**src/rtl/wb_write_queue_if.sv**
```systemverilog
// Bus bundle for wb_write_queue: pipeline/slow-unit inputs, register-file write port, scoreboard.
// Forwarding data signals exist only when WBQ_FORWARD_EN is defined.
interface wb_write_queue_if #(
    parameter int WIDTH = 32,
    parameter int DEPTH = 4
);
    localparam int CNT_W = $clog2(DEPTH) + 1;

    logic             pipe_we;
    logic [4:0]       pipe_rd;
    logic [WIDTH-1:0] pipe_data;
    logic             slow_valid;
    logic [4:0]       slow_rd;
    logic [WIDTH-1:0] slow_data;
    logic             slow_ready;
    logic             flush;
    logic [4:0]       rd_addr_0;
    logic [4:0]       rd_addr_1;
    logic             pend_hit_0;
    logic             pend_hit_1;
    logic             rf_write_enable;
    logic [4:0]       rf_dest;
    logic [WIDTH-1:0] rf_data;
    logic [CNT_W-1:0] count;
`ifdef WBQ_FORWARD_EN
    logic [WIDTH-1:0] fwd_data_0;
    logic [WIDTH-1:0] fwd_data_1;
`endif

    modport master (
        output pipe_we, pipe_rd, pipe_data, slow_valid, slow_rd, slow_data,
               flush, rd_addr_0, rd_addr_1,
        input  slow_ready, pend_hit_0, pend_hit_1, rf_write_enable, rf_dest,
               rf_data, count
`ifdef WBQ_FORWARD_EN
        , input fwd_data_0, fwd_data_1
`endif
    );

    modport slave (
        input  pipe_we, pipe_rd, pipe_data, slow_valid, slow_rd, slow_data,
               flush, rd_addr_0, rd_addr_1,
        output slow_ready, pend_hit_0, pend_hit_1, rf_write_enable, rf_dest,
               rf_data, count
`ifdef WBQ_FORWARD_EN
        , output fwd_data_0, fwd_data_1
`endif
    );
endinterface

```
**src/rtl/wb_write_queue.sv**
```systemverilog
// Register-file write-port arbiter with a pending-write queue for multi-cycle results.
// Define WBQ_FORWARD_EN to add youngest-live-entry forwarding data on each read port.
module wb_write_queue #(
    parameter int WIDTH = 32,
    parameter int DEPTH = 4
) (
    input  logic           clk,
    input  logic           reset,
    wb_write_queue_if.slave bus
);
    localparam int PTR_W = $clog2(DEPTH);
    localparam int CNT_W = PTR_W + 1;
    localparam logic [CNT_W-1:0] CNT_ONE  = CNT_W'(1);
    localparam logic [CNT_W-1:0] CNT_FULL = CNT_W'(DEPTH);
    localparam logic [PTR_W-1:0] PTR_ONE  = PTR_W'(1);

    logic [DEPTH-1:0] live_reg;
    logic [4:0]       rd_reg   [DEPTH];
    logic [WIDTH-1:0] data_reg [DEPTH];
    logic [PTR_W-1:0] head_reg;
    logic [PTR_W-1:0] tail_reg;
    logic [CNT_W-1:0] count_reg;

    logic not_empty;
    logic pop;
    logic push;
    logic enq_live;
    logic [DEPTH-1:0] hit0_vec;
    logic [DEPTH-1:0] hit1_vec;

    assign not_empty = (count_reg != '0);
    assign bus.slow_ready = (count_reg < CNT_FULL);
    // A killed head drains even under a pipe write because it needs no port cycle.
    assign pop      = not_empty && (!bus.pipe_we || !live_reg[head_reg]);
    assign push     = bus.slow_valid && bus.slow_ready;
    assign enq_live = !(bus.pipe_we && (bus.slow_rd == bus.pipe_rd));

    assign bus.rf_dest  = bus.pipe_we ? bus.pipe_rd   : rd_reg[head_reg];
    assign bus.rf_data  = bus.pipe_we ? bus.pipe_data : data_reg[head_reg];
    assign bus.rf_write_enable = reset && (bus.pipe_we || (not_empty && live_reg[head_reg]));
    assign bus.count    = count_reg;

    always_ff @(posedge clk or negedge reset) begin
        if (!reset) begin
            head_reg  <= '0;
            tail_reg  <= '0;
            count_reg <= '0;
        end else if (bus.flush) begin
            head_reg  <= '0;
            tail_reg  <= '0;
            count_reg <= '0;
        end else begin
            if (pop)  head_reg <= head_reg + PTR_ONE;
            if (push) tail_reg <= tail_reg + PTR_ONE;
            if (push && !pop)      count_reg <= count_reg + CNT_ONE;
            else if (pop && !push) count_reg <= count_reg - CNT_ONE;
        end
    end

    // Pipe writes are younger than anything queued, so matching queued entries die.
    always_ff @(posedge clk or negedge reset) begin
        if (!reset) begin
            live_reg <= '0;
            for (int i = 0; i < DEPTH; i++) begin
                rd_reg[i]   <= '0;
                data_reg[i] <= '0;
            end
        end else begin
            for (int i = 0; i < DEPTH; i++) begin
                if (bus.flush) begin
                    live_reg[i] <= 1'b0;
                end else if (push && (tail_reg == PTR_W'(i))) begin
                    live_reg[i] <= enq_live;
                    rd_reg[i]   <= bus.slow_rd;
                    data_reg[i] <= bus.slow_data;
                end else if ((pop && (head_reg == PTR_W'(i))) ||
                             (bus.pipe_we && (rd_reg[i] == bus.pipe_rd))) begin
                    live_reg[i] <= 1'b0;
                end
            end
        end
    end

    generate
        for (genvar gi = 0; gi < DEPTH; gi++) begin : g_hit
            assign hit0_vec[gi] = live_reg[gi] && (rd_reg[gi] == bus.rd_addr_0);
            assign hit1_vec[gi] = live_reg[gi] && (rd_reg[gi] == bus.rd_addr_1);
        end
    endgenerate

    assign bus.pend_hit_0 = reset && (|hit0_vec);
    assign bus.pend_hit_1 = reset && (|hit1_vec);

`ifdef WBQ_FORWARD_EN
    logic [WIDTH-1:0] fwd0_next;
    logic [WIDTH-1:0] fwd1_next;
    logic [PTR_W-1:0] fwd_idx;

    // Walk oldest to youngest so the last match seen is the youngest.
    always_comb begin
        fwd0_next = '0;
        fwd1_next = '0;
        fwd_idx   = head_reg;
        for (int k = 0; k < DEPTH; k++) begin
            fwd_idx = head_reg + PTR_W'(k);
            if (hit0_vec[fwd_idx]) fwd0_next = data_reg[fwd_idx];
            if (hit1_vec[fwd_idx]) fwd1_next = data_reg[fwd_idx];
        end
    end

    assign bus.fwd_data_0 = fwd0_next;
    assign bus.fwd_data_1 = fwd1_next;
`endif
endmodule

```
**src/flat_wrapper.sv**
```systemverilog
// flat-port wrapper written by rule: the top's interface ports become plain ports
module wb_write_queue_flat 
#(
    parameter int WIDTH = 32,
    parameter int DEPTH = 4
)
  (clk, reset, bus_pipe_we, bus_pipe_rd, bus_pipe_data, bus_slow_valid, bus_slow_rd, bus_slow_data, bus_flush, bus_rd_addr_0, bus_rd_addr_1, bus_slow_ready, bus_pend_hit_0, bus_pend_hit_1, bus_rf_write_enable, bus_rf_dest, bus_rf_data, bus_count);
  wb_write_queue_if #(.WIDTH(WIDTH), .DEPTH(DEPTH)) bus_i ();
  input  logic clk;
  input  logic reset;
  input wire logic [$bits(bus_i.pipe_we)-1:0] bus_pipe_we;
  input wire logic [$bits(bus_i.pipe_rd)-1:0] bus_pipe_rd;
  input wire logic [$bits(bus_i.pipe_data)-1:0] bus_pipe_data;
  input wire logic [$bits(bus_i.slow_valid)-1:0] bus_slow_valid;
  input wire logic [$bits(bus_i.slow_rd)-1:0] bus_slow_rd;
  input wire logic [$bits(bus_i.slow_data)-1:0] bus_slow_data;
  input wire logic [$bits(bus_i.flush)-1:0] bus_flush;
  input wire logic [$bits(bus_i.rd_addr_0)-1:0] bus_rd_addr_0;
  input wire logic [$bits(bus_i.rd_addr_1)-1:0] bus_rd_addr_1;
  output wire logic [$bits(bus_i.slow_ready)-1:0] bus_slow_ready;
  output wire logic [$bits(bus_i.pend_hit_0)-1:0] bus_pend_hit_0;
  output wire logic [$bits(bus_i.pend_hit_1)-1:0] bus_pend_hit_1;
  output wire logic [$bits(bus_i.rf_write_enable)-1:0] bus_rf_write_enable;
  output wire logic [$bits(bus_i.rf_dest)-1:0] bus_rf_dest;
  output wire logic [$bits(bus_i.rf_data)-1:0] bus_rf_data;
  output wire logic [$bits(bus_i.count)-1:0] bus_count;
  assign bus_i.pipe_we = bus_pipe_we;
  assign bus_i.pipe_rd = bus_pipe_rd;
  assign bus_i.pipe_data = bus_pipe_data;
  assign bus_i.slow_valid = bus_slow_valid;
  assign bus_i.slow_rd = bus_slow_rd;
  assign bus_i.slow_data = bus_slow_data;
  assign bus_i.flush = bus_flush;
  assign bus_i.rd_addr_0 = bus_rd_addr_0;
  assign bus_i.rd_addr_1 = bus_rd_addr_1;
  assign bus_slow_ready = bus_i.slow_ready;
  assign bus_pend_hit_0 = bus_i.pend_hit_0;
  assign bus_pend_hit_1 = bus_i.pend_hit_1;
  assign bus_rf_write_enable = bus_i.rf_write_enable;
  assign bus_rf_dest = bus_i.rf_dest;
  assign bus_rf_data = bus_i.rf_data;
  assign bus_count = bus_i.count;
  wb_write_queue #(.WIDTH(WIDTH), .DEPTH(DEPTH)) u_core (.clk(clk), .reset(reset), .bus(bus_i));
endmodule
```
**config.mk**
```make
export PLATFORM = sky130hd
export DESIGN_NAME = wb_write_queue_flat
export DESIGN_NICKNAME = d
export VERILOG_FILES = /design/src/rtl/wb_write_queue_if.sv /design/src/rtl/wb_write_queue.sv /design/src/flat_wrapper.sv
export SDC_FILE = /design/constraint.sdc
export NUM_CORES = 1
export LEC_CHECK = 0
export ABC_AREA = 1
export CORE_ASPECT_RATIO = 1.5
export CORE_UTILIZATION = 54
export DETAILED_ROUTE_END_ITERATION = 7
export HOLD_SLACK_MARGIN = 0.02
export PLACE_DENSITY_LB_ADDON = 0.1
export SLEW_MARGIN = 20
export SYNTH_ARGS = -nofsm -noshare
export SYNTH_HDL_FRONTEND = slang
export SYNTH_SLANG_ARGS = --single-unit
export TNS_END_PERCENT = 1
```
**constraint.sdc**
```tcl
create_clock -name clk -period 2.1 [get_ports clk]
set_input_delay 0.42 -clock clk [delete_from_list [all_inputs] [get_ports clk]]
set_output_delay 0.42 -clock clk [all_outputs]
set_load 0.02 [all_outputs]
```
Word-level counts from Yosys, hierarchy flattened:

Index checks and enable logic that the tools add are counted.
Widths: inputs -> output; s select.

* flip-flop bits (word level): 159
* input bits: 89
* logic and storage cells: 128

* add/sub/neg operators: 4
* order comparisons: 3
* equal/unequal tests: 19
* multiplexer cells: 29
* bitwise operators: 2
* reduce and logical (&&, ||, !) cells: 56

Operators by type and width (number)
* $mux 32: 3
* $eq 5x5->1: 13
* $bmux 32 s2: 1
* $logic_and 1x1->1: 29
* $reduce_bool 3->1: 6
* $mux 5: 3
* $mux 1: 13
* $bmux 5 s2: 1
* $mux 3: 3
* $eq 2x2->1 const B: 4
* $mux 2: 4
* $reduce_and 2->1: 4
* $reduce_or 4->1: 2
* $logic_or 1x1->1: 6
* $logic_not 1->1: 5
* $add 2x1->2 const B: 2
* $eq 2x1->1 const B: 2
* $logic_not 2->1: 2
* $reduce_bool 2->1: 2
* $add 3x1->3 const B: 1
* $ge 3x3->1 const B: 1
* $lt 2x3->1 const B: 1
* $lt 3x3->1 const B: 1
* $not 2->3: 1
* other kinds (3): 3

Depth between registers and ports, before layout:

Gate-level depths: netlist (run 1).

* depth in word-level cells: 10
* depth in mapped cells: 11

Worst setup path after synthesis (run 1):

OpenSTA, ideal clock, no wires.

* path kind: register to output
* start: register u_core.head_reg[1]
* end: output port bus_rf_data[17]
* data arrival time: 1412 ps
* slack: 268 ps
* stages on the path, launching flop included: 7
* buffers on the path: 2
* path through: dfrtp_1 -> inv_1 -> buf_2 -> buf_1 -> nor2_1 -> o21ai_0 -> a31oi_1

* word-level cells in the longest chain between the ends: 5

RTL lines
* from (decl): line wb_write_queue.sv:20 `logic [PTR_W-1:0] head_reg;`
* from (signal assigned): line wb_write_queue.sv:53 `if (pop) head_reg <= head_reg + PTR_ONE;`
* $not 2->3 (implied by the code): line wb_write_queue.sv:39 `assign bus.rf_data = bus.pipe_we ? bus.pipe_data : data_reg[head_reg];`
* $bmux 32 s2: line wb_write_queue.sv:39
* $mux 32 (implied by the code) (2 in series): line wb_write_queue.sv:39
* $mux 32: line wb_write_queue.sv:39
* to (decl): line flat_wrapper.sv:25 `output wire logic [$bits(bus_i.rf_data)-1:0] bus_rf_data;`

Every way passes these cells. The select of a mux whose other input is x is not followed.

Final worst setup path (run 1):

* start: register u_core.head_reg[0]
* end: output port bus_rf_data[12]

Same word-level chain as after synthesis.

==> out/metrics.csv, run 1 <==
metric,value,unit
postSynthNetCount,1196,
cts_buffer_depth,2,
setup_tns,-2.672,ns
grt_remaining_overflow,0,
crit_path_cell_trace,buf_12 > buf_8 > clkbuf_16 > nor2_2 > nor2_1 > o21ai_1 > a31oi_1 > buf_4,
core,15140,um2
fillCellCount,1193,
syn_inst,1098,
fin_crit_sh,1.069,
period_needed,2.244,ns
largest_reg_flops,128,
fmax,0.4456,GHz
clk_pin_slew,0.07,ns
fin_ws,-0.1443,ns
post-place-ws,-0.5632,ns
arrival,1.82,ns
finalNetCount,1377,
syn_to_final_growth,33.98,%
drv_slew,0,
drc_errors,0,
clock_sinks,159,
cts-root-buf,clkbuf_16,
dp_cells,1449,
antenna_cells,0,
hold_viol_final,0,
portBuffers,132,
crit_path_start_kind,register,
rsz0062_at_grt,yes,
wl_per_cell,17.15,um
die_y,154.7,um
worst_slew_pin_slew,0.8969,ns
power_density,1375,nW/um2
slowest_stage,dfrtp_2,
status,"finished, violations left",
dieWidth,103.8,um
start_util,0.5545,
ant_nets,0,
num_vias,8391,
yosysWarnings,0,
clock_skew,0.006929,ns
p_switching,6.159,mW
fin_util,0.7429,
syn_area,8394,um2
ios,133,
p_clk_frac,0.201,
cap_violations,0,
critical_path_buf_inv_count,4,
cts_hold_buf,0,
synth-seq-cells,159,
grt_pass1_wl,40.35,mm
hold_class,input pin to asynchronous set/reset pin,
internal-power,9.301,mW
power_frac_comb,0.458,
cts.htree.levels,4,
violations,setup timing,
whs,0.1052,ns
swShare,0.3984,
end_kind,output pin,
max-vdd-ir-drop,861.3,uV
p_seq_frac,0.341,
crit_family,buffers and inverters,
max_stage_delay,0.42,ns
antenna_found_initial,0,
rows,55,
place_congestion,0.9694,
crit_fanout,7,
crit_type,register to output pin,
routed_wirelength,25.55,mm
cts_buffers,17,
dp.final_hpwl,16.32,mm
clk_latency,0.42,ns
grt_max_degree,160,
synth-seq-area-share,0.4740,
drt_first_pass_iters,5,
cp_data_required_time,1.68,ns
cts_tree,built,
maxSlewHeadroom,0.4021,
dieArea,16060,um2
stdcell_count,1490,
grt_pass1_vias,8193,
p_leak,5.322,nW
grt.total_usage,0.3155,
ys_types,32,
avgSynthCellArea,7.645,um2
drive_gt1_frac,0.1712,
setup-violations-final,38,
first_iter_violations,591,
viasPerCell,5.632,
cells in the final DEF, fill, tap and decap left out, types with 4 or more instances in the layout:
cell type | netlist | routed
o22ai_1 | 31 | 28
nand3b_1 | 4 | 4
buf_2 | 27 | 7
nor2_1 | 181 | 174
dfrtp_2 | 0 | 6
nand2_1 | 196 | 196
xor2_1 | 8 | 8
o21ai_0 | 194 | 168
dfrtp_1 | 159 | 153
o21ai_1 | 43 | 66
buf_12 | 0 | 19
inv_1 | 77 | 67
ha_1 | 8 | 8
nand3_1 | 29 | 29
a21oi_2 | 1 | 5
a21oi_1 | 37 | 33
buf_4 | 2 | 100
clkdlybuf4s50_1 | 0 | 81
clkbuf_16 | 0 | 22
a31oi_1 | 37 | 37
dlygate4sd2_1 | 0 | 5
inv_2 | 7 | 16
nor3_1 | 5 | 4
clkinvlp_4 | 0 | 4
dlymetal6s2s_1 | 0 | 5
nor2_2 | 2 | 8
layout make-up:
type	count	area [um2]	share of cell area
clock buffer	18	439.2	0.03905
clock inverter	13	152.6	0.01357
inverter	85	336.6	0.02993
multi-input combinational	788	3806	0.3384
sequential	159	3986	0.3544
tap	199	249.0	0.02214
timing repair buffer	228	2277	0.2025
layer usage:
metal | GRT usage | routed length [um]
met1 | 0.3912 | 10020
met2 | 0.5352 | 13010
met3 | 0.05225 | 1581
met4 | 0.1544 | 942
met5 | 0 | 0
worst paths after layout:
kind                                            startpoint                         endpoint  slack [ns]  cells after the start
setup reg to reg            u_core.head_reg[0]$_DFFE_PN0P_  u_core.bus.count[2]$_DFFE_PN0P_        0.11                     13
max in group asynchronous                            reset    u_core.rd_reg[11]$_DFFE_PN0P_        1.28                      2
hold / removal                                       reset    u_core.rd_reg[19]$_DFFE_PN0P_        0.11                      2
setup / recovery            u_core.head_reg[0]$_DFFE_PN0P_                  bus_rf_data[12]       -0.14                      8
hold reg to reg            u_core.data_reg[12]$_DFFE_PN0P_  u_core.data_reg[12]$_DFFE_PN0P_        0.48                      2
min in group clk           u_core.data_reg[12]$_DFFE_PN0P_  u_core.data_reg[12]$_DFFE_PN0P_        0.48                      2
worst register-to-register path, cell delays in order, from the launching register on:
cell      delay (ns)
dfrtp_2         0.38
buf_12          0.16
inv_12          0.07
buf_12          0.15
nand2_1         0.06
nand3_1         0.08
nand3_1         0.14
nand2_2         0.08
nand2_2         0.07
inv_1           0.05
fa_1            0.37
nand3b_1        0.16
nand3_1         0.08
nand2_1         0.05
what timing repair did:
action | CTS | global route
cloned | 0 | 7
resized for setup | 164 | 146
setup endpoints to repair | 40 | 42
pin swaps | 8 | 22
buffers inserted | 0 | 3
power by group through the flow:
stage	combinational (mW)	sequential [mW]	clock [mW]
after global routing	7.81	5.38	3.27
after floorplan	3.79	5.03	0
after detailed placement	6.54	5.20	0
final	7.08	5.27	3.11
after global placement	6.44	5.15	0
after CTS	6.46	5.18	3.13
synth_stat cells:
library cell  number  area share
buf_4              2      0.0018
a21oi_1           37       0.022
a31oi_1           37       0.028
nor3_1             5      0.0030
o22ai_1           31       0.023
buf_2             27       0.016
nand3b_1           4      0.0036
inv_1             77       0.034
dfrtp_1          159        0.47
nor2_8             2      0.0048
clkinv_4           1      0.0010
ha_1               8       0.012
nand2_2            3      0.0022
nand4_1            1     0.00075
nor2_2             2      0.0015
nor2_1           181       0.081
fa_1               1      0.0024
inv_2              7      0.0031
o21ai_1           43       0.026
o21ai_0          194        0.12
a21oi_2            1      0.0010
buf_6              9       0.012
nand2_4            2      0.0027
xor2_1             8      0.0083
nand3_1           29       0.017
buf_1              4      0.0018
a221oi_1           1      0.0010
or2_2              1     0.00075
clkbuf_2           1     0.00060
a211oi_1           1     0.00089
clkbuf_1          23       0.010
nand2_1          196       0.088
per-stage QoR:
| stage | power, mW | cell area, um2 |
|---|---|---|
| finish | 15.46 | 11250 |
| global route | 16.46 | 11250 |
| CTS | 14.78 | 11000 |
| detailed placement | 11.74 | 10470 |
| global placement | 11.58 | 10470 |
| floorplan | 8.813 | 8394 |
kinds of logic (layout without fill, tap and decap cells):
family	after synthesis	count (layout)	synth area share
buf+inv	151	344	0.08123
flops	159	159	0.4740
simple gates	426	426	0.2051
compound gates	345	345	0.2170
fa+ha+maj	9	9	0.01431
xor+xnor	8	8	0.008347
(Power assumes the default switching activity.)
==> inputs of run 2 (changes only) <==
GPL_TIMING_DRIVEN = 0   (was default)
==> run 2 against run 1 <==
The run ends with hold timing, setup timing left. Clock power about the same. Critical path depth down 1. Register-to-register slack worse by 0.07 ns. Final cell count down 1.7%. Total power down 4.5%. Non-clock buffer count down 25. Global-route usage up 2.5 points. Sequential power up 2%. Largest cell class unchanged. Largest power group unchanged.
==> out/metrics.csv, run 2 (synthesized netlist as in run 1, its figures left out) <==
metric,value,unit,change
rows,55,,unchanged
crit_path_start_kind,register,,
arrival,1.91,ns,+0.09 ns
wl_per_cell,18.53,um,+8.0%
portBuffers,128,,-3.0%
largest_reg_flops,128,,unchanged
fin_ws,-0.2343,ns,-0.09001 ns
dieWidth,103.8,um,unchanged
cts_buffer_depth,2,,unchanged
crit_type,register to output pin,,
p_leak,5.024,nW,-5.6%
post_dp_cell_area,9957,um2,-4.9%
routed_wirelength,27.14,mm,+6.2%
status,"finished, violations left",,
fin_crit_sh,1.112,,+0.04286
drc_errors,0,,unchanged
grt_pass1_vias,8294,,+1.2%
rsz0062_at_grt,yes,,
grt_remaining_overflow,0,,unchanged
max-vdd-ir-drop,838.8,uV,-2.6%
end_kind,output pin,,
setup-violations-final,39,,+2.6%
total_power,14.76,mW,-4.5%
startpoint,u_core.head_reg[0]$_DFFE_PN0P_,,
p_switching,6.015,mW,-2.3%
drv_slew,0,,unchanged
finalInstanceArea,10790,um2,-4.0%
layout.cells.most_common_list,"nand2_1 (196), nor2_1 (176), o21ai_0 (171), dfrtp_1 (152), clkdlybuf4s50_1 (77)",,
finalNetCount,1352,,-1.8%
crit_family,buffers and inverters,,
die_y,154.7,um,unchanged
clk_latency,0.43,ns,about the same
dp.final_hpwl,18.41,mm,+13%
num_vias,8523,,+1.6%
worst_slew_pin_slew,0.6482,ns,-0.2487 ns
swShare,0.4075,,+0.009175
internal-power,8.745,mW,-6.0%
register_area,3988,um2,about the same
core,15140,um2,unchanged
hold_class,input pin to asynchronous set/reset pin,,
clock_sinks,159,,unchanged
reg2reg_depth,11,,-2
start_util,0.5545,,unchanged
grt_max_degree,84,,-48%
clock_skew,0.006921,ns,-0.000007860 ns
cts-root-buf,clkbuf_16,,
r2r-start,u_core.head_reg[0]$_DFFE_PN0P_,,
crit_fanout,10,,+3
crit_path_cell_trace,buf_12 > buf_12 > nor2_1 > nor2_1 > o21ai_1 > a31oi_1 > buf_4,,
power_density,1368,nW/um2,-0.51%
grt_pass1_wl,42.45,mm,+5.2%
dieArea,16060,um2,unchanged
place_congestion,0.9336,,-3.7%
cts.htree.levels,4,,unchanged
fmax,0.4284,GHz,-3.9%
layout_commonest_cell,nand2_1,,
p_seq_frac,0.364,,+0.023
antenna_found_initial,0,,unchanged
syn_to_final_growth,28.57,%,
ios,133,,unchanged
r2r-end,u_core.bus.count[1]$_DFFE_PN0P_,,
cp.depth,7,,-1
crit_end,bus_rf_data[1],,
antenna_cells,0,,unchanged
period_needed,2.334,ns,+0.09001 ns
slowest_stage,dfrtp_2,,
cts_buffers,17,,unchanged
cp_data_required_time,1.68,ns,about the same
post-place-ws,-1.234,ns,-0.6707 ns
grt.total_usage,0.3409,,+0.02541
first_iter_violations,835,,+41%
cap_violations,0,,unchanged
clk_pin_slew,0.06,ns,about the same
drt_first_pass_iters,5,,unchanged
whs,-0.05883,ns,-0.1640 ns
maxSlewHeadroom,0.5679,,+0.1658
drive_gt1_frac,0.1548,,-0.01637
hold_viol_final,68,,+68
r2r_slack,0.04,ns,-0.07 ns
cts_tree,built,,
power_frac_comb,0.425,,-0.033
fillCellCount,1277,,+7.0%
ant_nets,0,,unchanged
viasPerCell,5.818,,+3.3%
fin_util,0.7129,,-0.03000
multi_input_area,3789,um2,-0.46%
critical_path_buf_inv_count,3,,-1
max_stage_delay,0.46,ns,+0.04 ns
violations,"hold timing, setup timing",,
p_clk_frac,0.212,,+0.011
## run 2: changes by cell type in the layout (fill, tap and decap cells not counted), moves of 5 or more
cell / previous run / this run
buf_2: 7 / 28
clkbuf_1: 0 / 8
inv_2: 16 / 24
dlymetal6s2s_1: 5 / 0
buf_6: 3 / 14
buf_4: 100 / 37
buf_12: 19 / 4
inv_1: 67 / 58
clkbuf_4: 0 / 8
## run 2: power groups by stage
stage                     Clock (mW)  Combinational [mW]  Sequential, mW
after floorplan                    0                3.79            5.03
final                           3.12                6.27            5.37
after detailed placement           0                5.70            5.26
after CTS                       3.13                5.73            5.26
after global placement             0                5.60            5.22
after global routing            3.28                6.94            5.49
## run 2: how the worst min path moves through the flow
stage	startpoint	to	slack, ns	depth (start not counted)
2_1_floorplan	reset	u_core.bus.count[0]$_DFFE_PN0P_	0.12	0
3_3_place_gp	u_core.data_reg[1]$_DFFE_PN0P_	u_core.data_reg[1]$_DFFE_PN0P_	0.46	2
3_5_place_dp	reset	u_core.rd_reg[16]$_DFFE_PN0P_	0.43	1
4_1_cts	reset	u_core.rd_reg[16]$_DFFE_PN0P_	-0.02	1
5_1_grt	reset	u_core.rd_reg[15]$_DFFE_PN0P_	-0.02	1
6_report	reset	u_core.rd_reg[15]$_DFFE_PN0P_	-0.06	1
## run 2: through the flow
step,instances,TNS [ns]
final,1465,-4.182
after global routing,1465,-7.705
after CTS,1459,-5.980
after detailed placement,1426,-43.98
after global placement,1425,-1006.69
after floorplan,1098,0
## run 2: area by class of cell
| cell class | instances | area share |
|---|---|---|
| flip-flops and latches | 159 | 0.3695 |
| multi-input cells | 788 | 0.3510 |
| repair buffers | 138 | 0.1220 |
| plain buffers | 65 | 0.05020 |
| clock buffers | 17 | 0.03942 |
| inverters | 85 | 0.03049 |
| well taps | 199 | 0.02307 |
| clock inverters | 14 | 0.01438 |
## run 2: repair_timing
action                     4_1_cts  5_1_grt
pin swaps                        7       22
gates cloned                     0        4
setup buffers                    3        1
hold endpoints to repair        76        8
resized for setup              267      108
setup endpoints to repair       40       41
## run 2: routing by layer
layer	routed length, um	global-route usage	up-vias
met5	0	0	-
met4	1209	0.1830	0
met3	1874	0.06237	82
met2	13690	0.5752	394
met1	10370	0.4146	4082
li1	-	-	3965
==> inputs of run 3 (changes only) <==
REMOVE_ABC_BUFFERS = 1   (was default)
==> run 3 against run 2 <==
Combinational power grew 2%. The flow still finishes with violations (hold timing, setup timing). Non-clock buffer count fell by 46. Critical path depth did not move. Clock power rose by 1%. Critical endpoint is now bus_rf_data[28]. Fmax fell by 0.15%. Wire length decreased by 2.2%. Sequential share of layout area increased by 0.14 points. First-iteration DRC count fell by 22%.
==> out/metrics.csv, run 3 (synthesized netlist as in run 1, its figures left out) <==
metric,value,unit,change
core,15140,um2,unchanged
antenna_found_initial,0,,unchanged
worst_slew_pin_slew,0.7557,ns,+0.1075 ns
period_needed,2.338,ns,+0.003447 ns
wl_per_cell,18.64,um,+0.61%
max_stage_delay,0.52,ns,+0.06 ns
ios,133,,unchanged
cts_tree,built,,
setup-violations-final,42,,+7.7%
dp_cells,1367,,-4.1%
drive_gt1_frac,0.1290,,-0.02584
swShare,0.4154,,+0.007873
slowest_stage,dfrtp_4,,
grt_pass1_wl,41.93,mm,-1.2%
rsz0062_at_grt,yes,,
critical_path_buf_inv_count,3,,unchanged
cts-root-buf,clkbuf_16,,
dieWidth,103.8,um,unchanged
cts_buffer_depth,2,,unchanged
crit_family,flip-flops,,
violations,"hold timing, setup timing",,
die_y,154.7,um,unchanged
first_iter_violations,651,,-22%
cap_violations,0,,unchanged
clock_skew,0.01264,ns,+0.005715 ns
p_leak,4.993,nW,-0.62%
drv_slew,0,,unchanged
internal-power,8.737,mW,about the same
finalNetCount,1310,,-3.1%
crit_type,register to output pin,,
multi_input_area,3810,um2,+0.56%
clk_pin_slew,0.07,ns,about the same
crit_path_cell_trace,buf_12 > buf_16 > nor2_2 > nor2_1 > o21ai_1 > a31oi_1 > buf_2,,
place_congestion,0.9492,,+1.7%
stdcell_count,1424,,-2.8%
p_seq_frac,0.360,,-0.004
end_kind,output pin,,
finalInstanceArea,10760,um2,-0.29%
grt_pass1_vias,8027,,-3.2%
antenna_cells,0,,unchanged
register_area,3991,um2,about the same
power_density,1389,nW/um2,+1.6%
hold_viol_final,61,,-10%
crit_fanout,14,,+4
p_clk_frac,0.212,,about the same
max-vdd-ir-drop,752.8,uV,-10%
cts.htree.levels,4,,unchanged
crit_path_start_kind,register,,
power_frac_comb,0.429,,+0.004
drc_errors,0,,unchanged
layout_commonest_cell,nand2_1,,
fin_ws,-0.2377,ns,-0.003447 ns
hold_class,input pin to asynchronous set/reset pin,,
drt_first_pass_iters,5,,unchanged
portBuffers,132,,+3.1%
num_vias,8209,,-3.7%
fmax,0.4278,GHz,-0.15%
largest_reg_flops,128,,unchanged
fillCellCount,1275,,-0.16%
maxSlewHeadroom,0.4954,,-0.07250
layout.cells.most_common_list,"nand2_1 (196), nor2_1 (175), o21ai_0 (174), dfrtp_1 (151), clkdlybuf4s50_1 (80)",,
ant_nets,0,,unchanged
dieArea,16060,um2,unchanged
whs,-0.08629,ns,-0.02747 ns
cp_data_required_time,1.68,ns,about the same
cts_buffers,17,,unchanged
fin_crit_sh,1.113,,+0.001641
clk_latency,0.43,ns,about the same
grt_max_degree,67,,-20%
dp.final_hpwl,14.81,mm,-20%
clock_sinks,159,,unchanged
post_dp_cell_area,9724,um2,-2.3%
viasPerCell,5.765,,-0.91%
arrival,1.92,ns,about the same
syn_to_final_growth,28.20,%,
grt_remaining_overflow,0,,unchanged
grt.total_usage,0.3394,,-0.001555
p_switching,6.209,mW,+3.2%
start_util,0.5545,,unchanged
status,"finished, violations left",,
routed_wirelength,26.54,mm,-2.2%
post-place-ws,-1.121,ns,+0.1132 ns
rows,55,,unchanged
[run 3: cell type report]
cell class / count / share of cell area
clock inverters: 14 / 0.01570
repair buffers: 157 / 0.1521
multi-input cells: 788 / 0.3540
well taps: 199 / 0.02314
repair inverters: 4 / 0.006627
clock buffers: 18 / 0.04081
inverters: 85 / 0.03674
flip-flops and latches: 159 / 0.3709
[run 3: metrics by stage]
step,util,power [mW],TNS (ns)
final,0.7108,14.95,-6.998
after global routing,0.7108,15.87,-10.23
after CTS,0.7002,14.56,-8.779
after detailed placement,0.6423,10.82,-122.26
after global placement,0.6345,10.57,-1177.01
after floorplan,-,8.619,-49.03
[run 3: power by group through the flow]
stage	registers, mW	logic, mW	clock network, mW
floorplan	5.19	3.43	0
global placement	5.54	5.04	0
detailed placement	5.35	5.46	0
CTS	5.29	6.08	3.20
global route	5.49	7.07	3.31
finish	5.38	6.40	3.16
[run 3: repair_timing]
item / in CTS / in global routing
pin swaps: 15 / 22
endpoints found under the setup margin: 179 / 84
buffers inserted: 10 / 4
gates resized for setup: 247 / 81
endpoints found under the hold margin: 61 / 61
gates cloned: 9 / 2
[run 3: path summary, 6_finish.rpt]
check	cells after the start	from	end	slack (ns)
worst min register to register	2	u_core.data_reg[65]$_DFFE_PN0P_	u_core.data_reg[65]$_DFFE_PN0P_	0.48
worst max register to register	12	u_core.head_reg[0]$_DFFE_PN0P_	u_core.bus.count[1]$_DFFE_PN0P_	-0.14
worst min-delay path	1	reset	u_core.rd_reg[10]$_DFFE_PN0P_	-0.09
min in group clk	2	u_core.data_reg[65]$_DFFE_PN0P_	u_core.data_reg[65]$_DFFE_PN0P_	0.48
max in group asynchronous	2	reset	u_core.rd_reg[1]$_DFFE_PN0P_	1.32
worst max-delay path	7	u_core.head_reg[0]$_DFFE_PN0P_	bus_rf_data[28]	-0.24
[run 3: per-layer routing]
metal	up-vias	wire [um]	GRT usage
met1	3867	10230	0.3975
met5	-	0	0
met3	79	1581	0.04635
li1	3891	-	-
met2	372	13520	0.5924
met4	0	1209	0.2027
